### src/rtl/cmac_pkg.sv
// Shared types and constants for the pipelined complex multiply-accumulate.
package cmac_pkg;

    // Default geometry of the PE datapath instance.
    localparam int DEF_DATA_WIDTH  = 16;
    localparam int DEF_SHIFT_WIDTH = 5;
    localparam int DEF_ACC_GUARD   = 8;
    localparam int DEF_CNT_WIDTH   = 8;

    // Exact width of a complex product component, and the guarded accumulator width.
    localparam int PROD_W = 2 * DEF_DATA_WIDTH + 1;
    localparam int ACC_W  = PROD_W + DEF_ACC_GUARD;

    // Output clamp limits for the default component width.
    localparam logic [DEF_DATA_WIDTH-1:0] SAT_MAX = {1'b0, {(DEF_DATA_WIDTH-1){1'b1}}};
    localparam logic [DEF_DATA_WIDTH-1:0] SAT_MIN = {1'b1, {(DEF_DATA_WIDTH-1){1'b0}}};

    // Input framing FSM.
    typedef enum logic {
        IDLE = 1'b0,
        ACC  = 1'b1
    } state_t;

    // Per-sample control tag that travels down the pipeline next to the data.
    // The shift amount travels in a parallel register because its width is a
    // parameter of the instantiating module.
    typedef struct packed {
        logic valid;
        logic first;
        logic last;
        logic emit;
        logic conj;
        logic rnd;
    } tag_t;

endpackage

### src/rtl/cmac_rnd_sat.sv
// Round-half-up, arithmetic right shift and clamp of one accumulator component.
module cmac_rnd_sat #(
    parameter int IN_W        = 41,
    parameter int OUT_W       = 16,
    parameter int SHIFT_WIDTH = 5
) (
    input  logic signed [IN_W-1:0]        din,
    input  logic        [SHIFT_WIDTH-1:0] shift,
    input  logic                          rnd,
    output logic        [OUT_W-1:0]       dout,
    output logic                          sat
);

    // One extra bit so the rounding bias can never wrap the value.
    localparam logic signed [IN_W:0] ONE  = (IN_W+1)'(1);
    localparam logic signed [IN_W:0] MAXV = {{(IN_W-OUT_W+2){1'b0}}, {(OUT_W-1){1'b1}}};
    localparam logic signed [IN_W:0] MINV = {{(IN_W-OUT_W+2){1'b1}}, {(OUT_W-1){1'b0}}};

    logic signed [IN_W:0] bias;
    logic signed [IN_W:0] rounded;
    logic signed [IN_W:0] shifted;

    // Bias, shift and clamp in one combinational pass.
    always_comb begin
        // NOTE: every output of a combinational block gets a default first so no path can infer a latch.
        bias = '0;
        dout = '0;
        sat  = 1'b0;
        if (rnd && (shift != '0)) begin
            bias = ONE << (shift - SHIFT_WIDTH'(1));
        end
        rounded = {din[IN_W-1], din} + bias;
        shifted = rounded >>> shift;
        if (shifted > MAXV) begin
            dout = {1'b0, {(OUT_W-1){1'b1}}};
            sat  = 1'b1;
        end else if (shifted < MINV) begin
            dout = {1'b1, {(OUT_W-1){1'b0}}};
            sat  = 1'b1;
        end else begin
            dout = shifted[OUT_W-1:0];
        end
    end

endmodule

### src/rtl/cmac_acc.sv
// Pipelined complex MAC with optional conj(B), frame accumulation and
// round/shift/saturate output stage. Four register stages, no backpressure.
module cmac_acc
    import cmac_pkg::*;
#(
    parameter int DATA_WIDTH  = DEF_DATA_WIDTH,
    parameter int SHIFT_WIDTH = DEF_SHIFT_WIDTH,
    parameter int ACC_GUARD   = DEF_ACC_GUARD,
    parameter int CNT_WIDTH   = DEF_CNT_WIDTH
) (
    input  logic                    clk,
    input  logic                    rst_n,
    input  logic                    in_valid,
    input  logic                    in_last,
    input  logic                    acc_en,
    input  logic                    conj,
    input  logic                    rnd,
    input  logic [SHIFT_WIDTH-1:0]  shift,
    input  logic [2*DATA_WIDTH-1:0] opa,
    input  logic [2*DATA_WIDTH-1:0] opb,
    output logic                    out_valid,
    output logic [2*DATA_WIDTH-1:0] out_data,
    output logic                    out_sat,
    output logic [CNT_WIDTH-1:0]    out_count
);

    localparam int W  = DATA_WIDTH;
    localparam int PW = 2 * W + 1;
    localparam int AW = PW + ACC_GUARD;

    localparam logic signed [AW-1:0] ACC_MAX = {1'b0, {(AW-1){1'b1}}};
    localparam logic signed [AW-1:0] ACC_MIN = {1'b1, {(AW-1){1'b0}}};

    logic signed [W-1:0] ar, ai, br, bi;
    assign ar = opa[2*W-1:W];
    assign ai = opa[W-1:0];
    assign br = opb[2*W-1:W];
    assign bi = opb[W-1:0];

    state_t                 state;
    logic                   cfg_conj;
    logic                   cfg_rnd;
    logic [SHIFT_WIDTH-1:0] cfg_shift;

    tag_t                   s1_tag, s2_tag, s3_tag;
    logic [SHIFT_WIDTH-1:0] s1_shift, s2_shift, s3_shift;
    logic signed [2*W-1:0]  pp_rr, pp_ii, pp_ri, pp_ir;
    logic signed [PW-1:0]   s2_re, s2_im;
    logic signed [AW-1:0]   acc_re, acc_im;
    logic                   acc_ovf;
    logic [CNT_WIDTH-1:0]   cnt;

    logic signed [AW:0]     add_re, add_im;
    logic                   ovf_re, ovf_im;
    logic signed [AW-1:0]   sat_re, sat_im;

    logic [W-1:0]           res_re, res_im;
    logic                   clip_re, clip_im;

    // Framing FSM: tags each accepted sample and latches the frame config on frame start.
    always_ff @(posedge clk) begin
        // NOTE: sequential state uses non-blocking assignments so every register samples pre-edge values.
        if (!rst_n) begin
            state     <= IDLE;
            cfg_conj  <= 1'b0;
            cfg_rnd   <= 1'b0;
            cfg_shift <= '0;
            s1_tag    <= '0;
            s1_shift  <= '0;
        end else begin
            s1_tag <= '0;
            if (in_valid) begin
                case (state)
                    IDLE: begin
                        s1_shift <= shift;
                        if (acc_en && !in_last) begin
                            s1_tag    <= '{valid: 1'b1, first: 1'b1, last: 1'b0, emit: 1'b0,
                                           conj: conj, rnd: rnd};
                            cfg_conj  <= conj;
                            cfg_rnd   <= rnd;
                            cfg_shift <= shift;
                            state     <= ACC;
                        end else begin
                            s1_tag <= '{valid: 1'b1, first: 1'b1, last: 1'b1, emit: 1'b1,
                                        conj: conj, rnd: rnd};
                        end
                    end
                    ACC: begin
                        s1_shift <= cfg_shift;
                        s1_tag   <= '{valid: 1'b1, first: 1'b0, last: in_last, emit: in_last,
                                      conj: cfg_conj, rnd: cfg_rnd};
                        if (in_last) begin
                            state <= IDLE;
                        end
                    end
                    default: state <= IDLE;
                endcase
            end
        end
    end

    // S1: the four signed partial products of the sample.
    always_ff @(posedge clk) begin
        // NOTE: datapath registers are cleared too, so a reset leaves no stale operands anywhere in the pipe.
        if (!rst_n) begin
            pp_rr <= '0;
            pp_ii <= '0;
            pp_ri <= '0;
            pp_ir <= '0;
        end else if (in_valid) begin
            pp_rr <= (2*W)'(ar) * (2*W)'(br);
            pp_ii <= (2*W)'(ai) * (2*W)'(bi);
            pp_ri <= (2*W)'(ar) * (2*W)'(bi);
            pp_ir <= (2*W)'(ai) * (2*W)'(br);
        end
    end

    // S2: combine partial products into the exact real/imag sums.
    always_ff @(posedge clk) begin
        if (!rst_n) begin
            s2_re    <= '0;
            s2_im    <= '0;
            s2_tag   <= '0;
            s2_shift <= '0;
        end else begin
            s2_tag   <= s1_tag;
            s2_shift <= s1_shift;
            if (s1_tag.conj) begin
                s2_re <= PW'(pp_rr) + PW'(pp_ii);
                s2_im <= PW'(pp_ir) - PW'(pp_ri);
            end else begin
                s2_re <= PW'(pp_rr) - PW'(pp_ii);
                s2_im <= PW'(pp_ri) + PW'(pp_ir);
            end
        end
    end

    // Saturating add of the incoming sum onto the running accumulator.
    always_comb begin
        add_re = {acc_re[AW-1], acc_re} + (AW+1)'(s2_re);
        add_im = {acc_im[AW-1], acc_im} + (AW+1)'(s2_im);
        ovf_re = add_re[AW] ^ add_re[AW-1];
        ovf_im = add_im[AW] ^ add_im[AW-1];
        sat_re = ovf_re ? (add_re[AW] ? ACC_MIN : ACC_MAX) : add_re[AW-1:0];
        sat_im = ovf_im ? (add_im[AW] ? ACC_MIN : ACC_MAX) : add_im[AW-1:0];
    end

    // S3: accumulator and product counter; a first tag loads and so needs no gap between frames.
    always_ff @(posedge clk) begin
        if (!rst_n) begin
            acc_re   <= '0;
            acc_im   <= '0;
            acc_ovf  <= 1'b0;
            cnt      <= '0;
            s3_tag   <= '0;
            s3_shift <= '0;
        end else begin
            s3_tag   <= s2_tag;
            s3_shift <= s2_shift;
            if (s2_tag.valid) begin
                if (s2_tag.first) begin
                    acc_re  <= AW'(s2_re);
                    acc_im  <= AW'(s2_im);
                    acc_ovf <= 1'b0;
                    cnt     <= CNT_WIDTH'(1);
                end else begin
                    acc_re  <= sat_re;
                    acc_im  <= sat_im;
                    acc_ovf <= acc_ovf | ovf_re | ovf_im;
                    if (!(&cnt)) begin
                        cnt <= cnt + CNT_WIDTH'(1);
                    end
                end
            end
        end
    end

    cmac_rnd_sat #(
        .IN_W        (AW),
        .OUT_W       (W),
        .SHIFT_WIDTH (SHIFT_WIDTH)
    ) u_rnd_sat_re (
        .din   (acc_re),
        .shift (s3_shift),
        .rnd   (s3_tag.rnd),
        .dout  (res_re),
        .sat   (clip_re)
    );

    cmac_rnd_sat #(
        .IN_W        (AW),
        .OUT_W       (W),
        .SHIFT_WIDTH (SHIFT_WIDTH)
    ) u_rnd_sat_im (
        .din   (acc_im),
        .shift (s3_shift),
        .rnd   (s3_tag.rnd),
        .dout  (res_im),
        .sat   (clip_im)
    );

    // OUT: register the result on emitting samples only; data fields hold otherwise.
    always_ff @(posedge clk) begin
        if (!rst_n) begin
            out_valid <= 1'b0;
            out_data  <= '0;
            out_sat   <= 1'b0;
            out_count <= '0;
        end else begin
            out_valid <= s3_tag.valid & s3_tag.emit;
            if (s3_tag.valid && s3_tag.emit) begin
                out_data  <= {res_re, res_im};
                out_sat   <= clip_re | clip_im | acc_ovf;
                out_count <= cnt;
            end
        end
    end

    // Tag fields that are not consumed after the accumulator stage.
    logic unused_tags;
    assign unused_tags = ^{s3_tag.first, s3_tag.last, s3_tag.conj};

endmodule
### config.mk
export PLATFORM = sky130hd
export DESIGN_NAME = cmac_acc
export DESIGN_NICKNAME = d
export VERILOG_FILES = /design/src/rtl/cmac_pkg.sv /design/src/rtl/cmac_rnd_sat.sv /design/src/rtl/cmac_acc.sv
export SDC_FILE = /design/constraint.sdc
export NUM_CORES = 2
export LEC_CHECK = 0
export BUFFER_PORTS_ARGS = -buffer_cell sky130_fd_sc_hd__buf_2
export CAP_MARGIN = 15
export CELL_PAD_IN_SITES_DETAIL_PLACEMENT = 1
export CELL_PAD_IN_SITES_GLOBAL_PLACEMENT = 2
export CORE_UTILIZATION = 41
export CTS_BUF_LIST = sky130_fd_sc_hd__clkbuf_4
export DETAILED_ROUTE_END_ITERATION = 10
export GPL_TIMING_DRIVEN = 0
export MAX_ROUTING_LAYER = met4
export PLACE_DENSITY_LB_ADDON = 0.15
export SLEW_MARGIN = 10
export SYNTH_ARGS = -nofsm -noshare
export SYNTH_HDL_FRONTEND = slang
export SYNTH_SLANG_ARGS = --single-unit
### constraint.sdc
create_clock -name clk -period 10.29 [get_ports clk]
set_clock_uncertainty 0.1 [all_clocks]
set_input_delay 1.029 -clock clk [delete_from_list [all_inputs] [get_ports clk]]
set_output_delay 1.029 -clock clk [all_outputs]
set_load 0.02 [all_outputs]
==> metrics list <==
- Pin placement for this block handled 118 I/O pins.
- The initial utilization of the core area, before any placement, comes to 41.4%.
- For this block, the routed nets add up to 334000 µm of wire.
* Synthesized instance count: 8684
- DRC marker count from the first detailed-route iteration: 4519
* Leading cell type in the layout, fill and taps excluded: sky130_fd_sc_hd__inv_1
- First-pass GRT wire length: 483000 µm
- Inserted Clock Buffers: 93
- GR Overflow Total: 0
- After synthesis, the cell types taking the most area are sky130_fd_sc_hd__fa_1, sky130_fd_sc_hd__dfxtp_1, sky130_fd_sc_hd__ha_1, sky130_fd_sc_hd__inv_1, sky130_fd_sc_hd__nand2_1.
* Port Buf Inserts: 115
* Fraction of final layout cells sized beyond drive strength 1: 4.79%
* Floorplan Core Area: 172000 µm²
* Top cell type's share of synthesized area: 29.6%
- Startpoint of the worst register-to-register path: s3_shift[1]
* # DRC: 0
* Top FF cell, synth: sky130_fd_sc_hd__dfxtp_1
- Counting distinct cell types in the post-synthesis netlist gives 105.
* Result of the run: completed
- Of all flip-flops after synthesis, the portion carrying an async set or reset was 0%.
- Row Count: 152
* Crit path buffers/inverters: 9
- Top library cells by usage in the layout, fill and taps aside: sky130_fd_sc_hd__inv_1, sky130_fd_sc_hd__fa_1, sky130_fd_sc_hd__nand2_1
- Along the worst hold path, the cell count comes to 2.
* Cell type of the slowest stage on the worst timing path: sky130_fd_sc_hd__a21oi_1
* Clock slew at reported path FFs: 70 ps
- Clock tree from TritonCTS: yes
- Broken down by cell family, the worst path's largest delay share belongs to compound AO/OA/AOI/OAI gates.
- Setup violations remaining at the end of the flow were counted as 0.
- Final hold violations: 0
* DP Worst Slack: -895 ps
* Required time at the endpoint of the critical path: 11050 ps
- Min Hold Slack: 104 ps
* Worst R2R Path Depth: 29
- Number of vias per cell after detailed routing: 5.83
- Routability-driven placement finished with a final weighted congestion of 0.997.
- Counting buffers and inverters, the worst setup path is 29 cells deep.
* Most area-hungry cell type in the Yosys netlist: sky130_fd_sc_hd__fa_1
- The endpoint identified for the worst register-to-register timing path is out_data[8].
* Detailed-route via count: 65991
- The first detailed-routing pass ran for 6 iterations.
- For this run, the top clock speed supported by timing is 0.0991 GHz.
- HPWL Detailed: 283000 µm
- The tightest min-delay check is of the input port to register type.
- In the post-route analysis, the smallest setup slack over all paths is 199 ps.
* Final worst path period share: 98.1%
- The worst setup path is of the register to register kind.
- RSZ-0062 raised after global routing: false
- Along the worst path, the maximum fanout reaches 12.
- Final net count: 10548
* Sum Neg Setup Slack: 0 ps
- The via count of the first global-routing pass is 70190.
- On the worst path, the slowest cell contributes a delay of 790 ps.
- Setup slack on the worst reg-to-reg path comes out at 200 ps.
- The worst setup path is launched from a register.
* Maximum buffer depth of the clock tree: 3
* Sinks on the clock net: 362
* Startpoint of the worst hold path: in_last
- Post-CTS Setup Inserts: 0
- CTS Root Cell: sky130_fd_sc_hd__clkbuf_4
* Reported max-cap violation count: 0
- Post-synth design cell area: 71300 µm²
- Entering global routing, the biggest net connects 20 pins.
- The initial antenna violation count was 23.
* Number of synthesized flops with an enable pin: 0
- Arrival time worst endpoint: 10860 ps
* Cts hold-fix bufs: 0
- Signed area change from the synthesized netlist to the final layout: 7.02%
- Measured along the x axis, the die boundary spans 419 µm.
- Level count of the clock H-tree: 3
- Global routing consumed, over all layers together, 39.2% of the routing resources.
- Yosys printed 0 warnings.
- STA classifies the critical path endpoint as a register.
* Sequential standard cell area: 7250 µm²
* Wire per inst: 29.5 µm
- Number of fill cells in the layout: 20997
* Multi-input gate area: 57700 µm²
- Counting flops and latches in the post-synthesis netlist gives 362.
- For this run, the register share of the synthesized area comes to 10.2%.
- From bottom edge to top edge, the die measures 419 µm.
- Measured against its own limit, the worst slew margin works out to 10.7%.
- The clock period could shrink to 10090 ps.
* Fin. max-slew vios: 0
- The count of nets left with antenna violations once routing finished came out at 0.
* Avg Synthesized Cell Area: 8.21 µm²
* Actual slew at the worst max-slew pin: 1340 ps
- Clock latency at the later pin of the worst-skew pair: 1070 ps
- The worst hold path terminates at state.
- DIE AREA: 176000 µm²
## stage by stage
stage | cell area (µm²) | utilization [%] | std cells
after floorplan | 71300 | - | 8685
after global placement | 74800 | 43.5 | 11110
after detailed placement | 75000 | 43.5 | 11121
after CTS | 76200 | 44.3 | 11290
after global routing | 76300 | 44.3 | 11308
final | 76300 | 44.3 | 11315
## routing by layer
layer / vias to the layer above / wire length [µm] / global-route usage (%)
met5: - / 0 / -
met4: 0 / 31800 / 30.6
met3: 821 / 17500 / 4.62
met2: 2281 / 155000 / 62.4
met1: 33790 / 130000 / 44.9
li1: 29099 / - / -
## registers in the layout, indices dropped and copies added (netlist names), 33 cells and up
name    flops
s2_im      33
acc_im     41
s2_re      33
acc_re     41
## logic make-up (layout without fill, tap and decap cells)
group           count (synthesis)  after routing  share of synthesized area [%]
simple gates                 2800           2800                           18.9
buf+inv                      1727           2026                           9.14
compound gates               1618           1618                           15.0
flops                         362            362                           10.2
other cells                     1             23                        0.00526
mux                           201            201                           3.15
xor+xnor                      393            393                           4.83
fa+ha+maj                    1582           1582                           38.8
## synth_stat cells, types with 89 or more instances
master                     number
sky130_fd_sc_hd__inv_1       1241
sky130_fd_sc_hd__fa_1        1054
sky130_fd_sc_hd__nand2_1      959
sky130_fd_sc_hd__nor2_1       606
sky130_fd_sc_hd__ha_1         511
sky130_fd_sc_hd__a21oi_1      477
sky130_fd_sc_hd__and2_1       477
sky130_fd_sc_hd__clkbuf_1     426
sky130_fd_sc_hd__dfxtp_1      362
sky130_fd_sc_hd__xnor2_1      282
sky130_fd_sc_hd__o21ai_0      276
sky130_fd_sc_hd__mux2i_1      156
sky130_fd_sc_hd__nor3_1       141
sky130_fd_sc_hd__nand3_1      135
sky130_fd_sc_hd__nand2b_1     111
sky130_fd_sc_hd__xor2_1       111
sky130_fd_sc_hd__a21o_1        91
sky130_fd_sc_hd__a211oi_1      89
## worst max path at each step
| stage | start | to | slack, ps |
|---|---|---|---|
| global placement | s3_shift[2] | out_data[21] | -1200 |
| CTS | s3_shift[3] | out_data[24] | 60 |
| finish | s3_shift[1] | out_data[8] | 200 |
| global route | s3_shift[2] | out_data[5] | 20 |
| floorplan | opb[1] | pp_ri[31] | 2700 |
| detailed placement | s3_shift[1] | out_data[5] | -890 |
## what timing repair did
| action | CTS | global route |
|---|---|---|
| gates resized for setup | 12 | 18 |
| pin swaps | 0 | 0 |
| endpoints found under the setup margin | 31 | 31 |
## final cells by class
type	instances	area share (%)
clock buffer	117	1.15
timing repair buffer	130	0.964
multi-input combinational	6596	75.6
antenna	21	0.0688
buffer	480	2.44
sequential	362	9.49
clock inverter	55	0.410
inverter	1244	6.12
tap	2310	3.79
Power is not shown: default switching activity piles up to over one toggle a cycle in this logic, so the estimate is an artifact.
